[src/rtl/hazard_pkg.sv]
// Shared encodings and stage payloads for the Tuse/Tnew hazard tracker.
package hazard_pkg;

  localparam int unsigned REG_W = 5;
  localparam int unsigned T_W   = 2;
  localparam int unsigned FWD_W = 2;

  typedef logic [REG_W-1:0] reg_idx_t;

  localparam logic [T_W-1:0] TUSE_D    = 2'd0;
  localparam logic [T_W-1:0] TUSE_E    = 2'd1;
  localparam logic [T_W-1:0] TUSE_M    = 2'd2;
  localparam logic [T_W-1:0] TUSE_NONE = 2'd3;

  localparam logic [T_W-1:0] TNEW_NONE = 2'd0;
  localparam logic [T_W-1:0] TNEW_E    = 2'd1;
  localparam logic [T_W-1:0] TNEW_M    = 2'd2;

  localparam logic [FWD_W-1:0] FWD_RF  = 2'd0;
  localparam logic [FWD_W-1:0] FWD_EX  = 2'd1;
  localparam logic [FWD_W-1:0] FWD_MEM = 2'd2;
  localparam logic [FWD_W-1:0] FWD_WB  = 2'd3;

  typedef struct packed {
    reg_idx_t       a1;
    reg_idx_t       a2;
    reg_idx_t       a3;
    logic [T_W-1:0] tnew;
  } ex_stage_t;

  typedef struct packed {
    reg_idx_t       a2;
    reg_idx_t       a3;
    logic [T_W-1:0] tnew;
  } mem_stage_t;

  // Remaining cycles until the result exists, one stage further down.
  function automatic logic [T_W-1:0] tnew_step(input logic [T_W-1:0] t);
    return (t == TNEW_NONE) ? TNEW_NONE : T_W'(t - 1'b1);
  endfunction

endpackage

[src/rtl/hazard_cmp.sv]
// One operand vs. the producer stages: stall request and nearest-stage forward select.
module hazard_cmp
  import hazard_pkg::*;
(
  input  logic [REG_W-1:0] a,
  input  logic [T_W-1:0]   tuse,
  input  logic [REG_W-1:0] a3_e,
  input  logic [T_W-1:0]   tnew_e,
  input  logic [REG_W-1:0] a3_m,
  input  logic [T_W-1:0]   tnew_m,
  input  logic [REG_W-1:0] a3_w,
  output logic             stall_c,
  output logic [FWD_W-1:0] fwd_sel_c
);

  always_comb begin
    stall_c   = 1'b0;
    fwd_sel_c = FWD_RF;
    if (a != '0) begin
      if (tuse != TUSE_NONE) begin
        stall_c = ((a3_e == a) && (tnew_e > tuse)) ||
                  ((a3_m == a) && (tnew_m > tuse));
      end
      if ((a3_e == a) && (tnew_e == TNEW_NONE)) begin
        fwd_sel_c = FWD_EX;
      end else if ((a3_m == a) && (tnew_m == TNEW_NONE)) begin
        fwd_sel_c = FWD_MEM;
      end else if (a3_w == a) begin
        fwd_sel_c = FWD_WB;
      end
    end
  end

endmodule

[src/rtl/hazard_tracker.sv]
// Tracks the hazard descriptor through EX/MEM/WB and derives ID stall plus
// forwarding selects for ID, EX and MEM consumers.
module hazard_tracker
  import hazard_pkg::*;
#(
  parameter int unsigned CNT_W = 32
) (
  input  logic             clk,
  input  logic             reset_n,
  input  logic [REG_W-1:0] id_a1,
  input  logic [REG_W-1:0] id_a2,
  input  logic [T_W-1:0]   id_a1_use,
  input  logic [T_W-1:0]   id_a2_use,
  input  logic [REG_W-1:0] id_a3,
  input  logic [T_W-1:0]   id_tnew,
  output logic             stall,
  output logic [FWD_W-1:0] fwd_id_rs,
  output logic [FWD_W-1:0] fwd_id_rt,
  output logic [FWD_W-1:0] fwd_ex_rs,
  output logic [FWD_W-1:0] fwd_ex_rt,
  output logic             fwd_mem_rt,
  output logic [CNT_W-1:0] stall_cnt
);

  ex_stage_t        ex_q;
  mem_stage_t       mem_q;
  reg_idx_t         a3_w_q;
  logic [CNT_W-1:0] cnt_q;

  logic stall_rs, stall_rt, stall_ex_rs, stall_ex_rt;

  hazard_cmp u_id_rs (
    .a(id_a1), .tuse(id_a1_use),
    .a3_e(ex_q.a3), .tnew_e(ex_q.tnew),
    .a3_m(mem_q.a3), .tnew_m(mem_q.tnew), .a3_w(a3_w_q),
    .stall_c(stall_rs), .fwd_sel_c(fwd_id_rs)
  );

  hazard_cmp u_id_rt (
    .a(id_a2), .tuse(id_a2_use),
    .a3_e(ex_q.a3), .tnew_e(ex_q.tnew),
    .a3_m(mem_q.a3), .tnew_m(mem_q.tnew), .a3_w(a3_w_q),
    .stall_c(stall_rt), .fwd_sel_c(fwd_id_rt)
  );

  // EX consumers only see MEM/WB producers; Tuse=NONE makes their stall constant 0.
  hazard_cmp u_ex_rs (
    .a(ex_q.a1), .tuse(TUSE_NONE),
    .a3_e('0), .tnew_e(TNEW_NONE),
    .a3_m(mem_q.a3), .tnew_m(mem_q.tnew), .a3_w(a3_w_q),
    .stall_c(stall_ex_rs), .fwd_sel_c(fwd_ex_rs)
  );

  hazard_cmp u_ex_rt (
    .a(ex_q.a2), .tuse(TUSE_NONE),
    .a3_e('0), .tnew_e(TNEW_NONE),
    .a3_m(mem_q.a3), .tnew_m(mem_q.tnew), .a3_w(a3_w_q),
    .stall_c(stall_ex_rt), .fwd_sel_c(fwd_ex_rt)
  );

  assign stall      = stall_rs | stall_rt | stall_ex_rs | stall_ex_rt;
  assign fwd_mem_rt = (mem_q.a2 != '0) && (a3_w_q == mem_q.a2);
  assign stall_cnt  = cnt_q;

  // Stage tracking registers; a stall injects a bubble into EX only.
  always_ff @(posedge clk or negedge reset_n) begin
    if (!reset_n) begin
      ex_q   <= '0;
      mem_q  <= '0;
      a3_w_q <= '0;
      cnt_q  <= '0;
    end else begin
      if (stall) begin
        ex_q <= '0;
      end else begin
        ex_q <= ex_stage_t'{a1: id_a1, a2: id_a2, a3: id_a3, tnew: id_tnew};
      end
      mem_q  <= mem_stage_t'{a2: ex_q.a2, a3: ex_q.a3, tnew: tnew_step(ex_q.tnew)};
      a3_w_q <= mem_q.a3;
      if (stall && (cnt_q != '1)) begin
        cnt_q <= cnt_q + CNT_W'(1);
      end
    end
  end

endmodule

[config.mk]
export PLATFORM = sky130hd
export DESIGN_NAME = hazard_tracker
export DESIGN_NICKNAME = d
export VERILOG_FILES = /design/src/rtl/hazard_pkg.sv /design/src/rtl/hazard_cmp.sv /design/src/rtl/hazard_tracker.sv
export SDC_FILE = /design/constraint.sdc
export NUM_CORES = 1
export LEC_CHECK = 0
export CORE_ASPECT_RATIO = 1.4
export CORE_MARGIN = 5
export CORE_UTILIZATION = 30
export CTS_BUF_LIST = sky130_fd_sc_hd__clkbuf_8
export DETAILED_ROUTE_END_ITERATION = 16
export GPL_ROUTABILITY_DRIVEN = 0
export SLEW_MARGIN = 20
export SYNTH_ARGS = -nofsm -noshare
export SYNTH_HDL_FRONTEND = slang
export SYNTH_SLANG_ARGS = --single-unit
[constraint.sdc]
create_clock -name clk -period 2.54 [get_ports clk]
set_input_delay 0.508 -clock clk [delete_from_list [all_inputs] [get_ports clk]]
set_output_delay 0.508 -clock clk [all_outputs]
set_load 0.02 [all_outputs]
---- Word-level counts from Yosys, hierarchy flattened ----
Index checks and enable logic that the tools add are counted.
storage, ports and cells
  flip-flop bits (word level) ............. 66
  input bits .............................. 23
  output and inout bits ................... 42
  logic and storage cells ................. 75
cells by class
  add/subtract/negate cells ............... 2
  magnitude comparators ................... 4
  eq/ne operators ......................... 14
  multiplexer cells ....................... 22
  bitwise logic cells ..................... 1
  reduce and logical (&&, ||, !) cells .... 23
operators by type and width
  cell                                                                count
  5-bit equality test                                                 11
  2-bit 2-to-1 mux                                                    17
  32-bit by 1-bit adder with 32-bit output, second input constant     1
  32-bit inequality test, second input constant                       1
  5-bit nonzero test                                                  5
  17-bit 2-to-1 mux                                                   1
  1-bit logical AND                                                   12
  5-bit zero test                                                     2
  2-bit greater-than comparator                                       4
  2-bit zero test                                                     2
  1-bit 2-to-1 mux                                                    4
  2-bit inequality test, second input constant                        2
  1-bit logical OR                                                    2
  2-bit by 1-bit subtractor with 2-bit output, second input constant  1
  1-bit bitwise OR                                                    1

---- Depth between registers and ports, before layout ----
  word-level depth ........................ 7
  gate-level depth with buffers ........... 11
  depth with buffers taken out ............ 9

---- By module ----
A second synthesis with hierarchy kept.
second synthesis, totals
  cells, all modules ...................... 404
  area, all modules ....................... 4100.2 µm²
by module, submodules not included
  module          times used  cells an instance  area an instance (µm²)  seq. area each (µm²)
  hazard_tracker  1           204                2698.8                  1651.6
  hazard_cmp      4           50                 350.3                   0.0

---- Worst setup path after synthesis ----
OpenSTA, ideal clock, no wires.
  kind .................................... input-to-output
  start ................................... in id_a1[1]
  end ..................................... out stall
  arrival time ............................ 2.155 ns
  data required time ...................... 2.032 ns
  path slack .............................. -0.123 ns
  stages on the path ...................... 8
  path buffers ............................ 2
  cells stage by stage .................... or4_1 > nor2_1 > a21oi_1 > and3_1 > nor4_4 > buf_4 > buf_2 > inv_1
on the way
  cells in the longest elaborated chain, start to end .. 6
  elaborated cells between the ends (all ways) .. 9
  those cells by class .................... eq/ne (2); mux (2); bitwise (1); reduce/logical (4)
RTL lines
  item                                           line                                text
  start: declaration                             hazard_tracker.sv:10                input logic [REG_W-1:0] id_a1,
  5-bit equality test, on equally long branches  hazard_cmp.sv:21, hazard_cmp.sv:22
  1-bit logical AND, on equally long branches    hazard_cmp.sv:21, hazard_cmp.sv:22
  1-bit logical OR                               hazard_cmp.sv:21                    stall_c = ((a3_e == a) && (tnew_e > tuse)) ||
  1-bit 2-to-1 mux                               hazard_cmp.sv:20                    if (tuse != TUSE_NONE) begin
  1-bit 2-to-1 mux *                             hazard_cmp.sv:19                    if (a != '0) begin
  1-bit bitwise OR *                             hazard_tracker.sv:61                assign stall = stall_rs | stall_rt | stall_ex_rs | stall_ex_rt;
  end: declaration                               hazard_tracker.sv:16                output logic stall,
Every way passes the cells marked *; elsewhere a longest branch is shown, timed or not.

---- Worst setup path after layout ----
  start ................................... in id_a1[4]
  end ..................................... out stall
The elaborated chain is that of the path after synthesis.

==> impl_metrics.env <==
export IMPL_yosys_warnings=0
export IMPL_postSynthAreaPerCell_um2=10.34
export IMPL_hold_path_class="flop to flop"
export IMPL_hold_depth=0
export IMPL_post_route_min_period_ps=2647
export IMPL_antenna_found_initial=0
export IMPL_die_h_um=138.5
export IMPL_switching_share_pct=28.54
export IMPL_grt_pass1_wl_um=16560
export IMPL_crit_slowest_cell="or4_4"
export IMPL_yosysTopAreaCell="dfrtp_1"
export IMPL_slowest_delay_ps=540
export IMPL_multiInputGateArea_um2=2036
export IMPL_fin_ws_ps=-107.1
export IMPL_fillers=1148
export IMPL_fin_crit_sh_pct=104.2
export IMPL_synthesis_area_um2=3537
export IMPL_syn_nets=374
export IMPL_seq_area_um2=1657
export IMPL_worstSetupPathType="primary input to primary output"
export IMPL_p_sw_uw=775.6
export IMPL_clk_pin_slew_ps=70
export IMPL_cts_root_buffer="clkbuf_8"
export IMPL_die_x_um=101.8
export IMPL_via_per_inst=4.816
export IMPL_whs_ps=433.8
export IMPL_hold_viol_final=0
export IMPL_arrival_ps=2140
export IMPL_slew_violations=0
export IMPL_crit_top_cell="buf_6"
export IMPL_grt_start_max_net_pins=61
export IMPL_vias=2928
export IMPL_layout_commonest_cell="dfrtp_1"
export IMPL_synthTopCellsByArea="dfrtp_1 (47%), xor2_1 (13%), xnor2_1 (7.7%), and2_1 (3.4%), nor3_1 (3.3%)"
export IMPL_grt_overflow=0
export IMPL_cts_made_buffers=9
export IMPL_placement_rows=47
export IMPL_pwr_share_seq_pct=45.1
export IMPL_post_place_ws_ps=-877.0
export IMPL_routed_wl_um=10110
export IMPL_diodes=0
export IMPL_ant_nets=0
export IMPL_cts_tree="yes"
export IMPL_fmax_mhz=377.8
export IMPL_p_int_uw=1942
export IMPL_crit_chain="buf_6 -> or4_4 -> nor2_4 -> a21oi_2 -> and3_4 -> nor4_4 -> buf_4 -> inv_6 -> buf_6"
export IMPL_power_static_leakage_uw=0.002272
export IMPL_grt_pass1_vias=3273
export IMPL_post_route_util_pct=43.87
export IMPL_io_buffer_count=64
export IMPL_rsz0062_at_grt="yes"
export IMPL_relSlewSlack_pct=74.84
export IMPL_violations="setup timing"
export IMPL_insertion_delay_ps=350
export IMPL_setup_viol=1
export IMPL_numClockSinks=66
export IMPL_layout_common_cells="dfrtp_1 (62), xor2_1 (54), buf_4 (53), clkdlybuf4s50_1 (40), xnor2_1 (29)"
export IMPL_die_area_um2=14090
export IMPL_peakVddDrop_uv=321.1
export IMPL_grt_usage_pct=15.27
export IMPL_nets=489
export IMPL_yosysTopAreaCellShare_pct=46.69
export IMPL_seq_area_frac_synth_pct=46.69
export IMPL_critPathMaxFanout=2
export IMPL_avgRoutedWirePerCell_um=16.63
export IMPL_cap_violations=0
export IMPL_io_pins=65
export IMPL_drt_initial_drc_count=49
export IMPL_share_comb_of_total_power_pct=21.3
export IMPL_initial_core_util_pct=30.23
export IMPL_r2r_cells=9
export IMPL_startpoint_type="primary input"
export IMPL_core_area_um2=11700
export IMPL_ys_seq_elements=66
export IMPL_h_tree_depth=3
export IMPL_p_per_area_nw_per_um2=529.4
export IMPL_synth_cells=342
export IMPL_cts_path_max_buffers=2
export IMPL_worst_setup_path_end_kind="primary output"
export IMPL_firstDrtPassIters=4
export IMPL_clkPwrFrac_pct=33.6
export IMPL_cp_required_ps=2030
export IMPL_hpwlAfterDp_um=7463
export IMPL_status="finished, violations left"
export IMPL_drive_gt1_share_pct=26.25
export IMPL_dp_cells=586
export IMPL_ys_types=35
export IMPL_drc_errors=0
export IMPL_worstMarginPinSlew_ps=377.4
export IMPL_area_growth_pct=45.14
export IMPL_finalNonFillerCells=608
export IMPL_fin_skew_ps=9.393
[worst max-delay path, delay by kind of cell]
family	cells	cell delay (ps)
and+or+nand+nor	4	1150
AOI/OAI and AO/OA	1	50
buffers and inverters	4	430
[path summary, 6_finish.rpt]
kind | from | endpoint | slack, ps
setup reg to reg | mem_q[4] | stall_cnt[11] | 130
setup / recovery | id_a1[4] | stall | -110
max in group asynchronous | reset_n | a3_w_q[4] | 1410
hold / removal | ex_q[5] | mem_q[5] | 430
min in group asynchronous | reset_n | mem_q[10] | 530
hold reg to reg | ex_q[5] | mem_q[5] | 430
[cell type report]
type	instances	share of cell area [%]
inverter	10	0.8287
timing repair buffer	116	19.69
sequential	66	32.27
clock inverter	3	0.7555
multi-input combinational	254	39.65
tap	147	3.583
clock buffer	12	3.217
[repair_timing]
item	CTS	global route
hold buffers	1	0
gates resized for setup	73	41
endpoints found under the hold margin	6	0
pin swaps	15	17
setup buffers	2	4
setup endpoints to repair	28	25
[power by group through the flow]
stage               clock [µW]  combinational [µW]  sequential (µW)
floorplan                    0                 241             1250
global placement             0                 528             1240
detailed placement           0                 540             1240
CTS                        940                 559             1230
global route               995                 637             1240
finish                     913                 580             1220
[cell families after synthesis]
group                    Yosys count  synth area share [%]
buffers and inverters             22                 2.583
XOR/XNOR                          85                 21.05
multiplexers                       1                0.3183
adder cells (fa/ha/maj)            9                 3.184
AND/OR/NAND/NOR                  141                 22.46
flip-flops                        66                 46.69
AO/OA/AOI/OAI                     18                 3.715
[cells in the mapped netlist]
library cell   n
dfrtp_1       66
xor2_1        54
xnor2_1       31
nor3_1        23
and2_1        19
nand3_1       18
nor2_1        18
nand2_1       16
inv_1         10
a21oi_1        9
ha_1           9
nand4_1        8
and3_1         7
clkbuf_1       7
nor4_1         7
or4_1          6
nor3b_1        5
and4_1         4
buf_2          4
or3_1          3
a2111oi_2      2
nand2b_1       2
o22a_1         2
a211oi_1       1
a21o_1         1
a221oi_1       1
a31oi_1        1
a41oi_1        1
buf_4          1
mux2_1         1
nand3b_1       1
nand4b_1       1
nor2b_1        1
nor3b_2        1
nor4_4         1
[metal layers]
layer | GRT usage, % | part of all wire [%] | vias to the layer above
li1 | - | - | 1397
met1 | 16.35 | 37 | 1442
met2 | 27.07 | 54 | 68
met3 | 4.385 | 5.2 | 21
met4 | 6.933 | 3.3 | 0
met5 | 0 | 0 | -
[flip-flops by register name, summed over array words and instances (netlist names)]
name and count:
ex_q 17, stall_cnt 32, a3_w_q 5, mem_q 12
[through the flow]
stage / TNS (ps) / total power, µW / instance area (µm²)
floorplan: -10.46 / 1496 / 3568
global placement: -19840 / 1769 / 4678
detailed placement: -21250 / 1782 / 4678
CTS: -303.8 / 2726 / 5037
global route: -282.0 / 2869 / 5134
finish: -107.1 / 2718 / 5134
(Power assumes the default switching activity.)
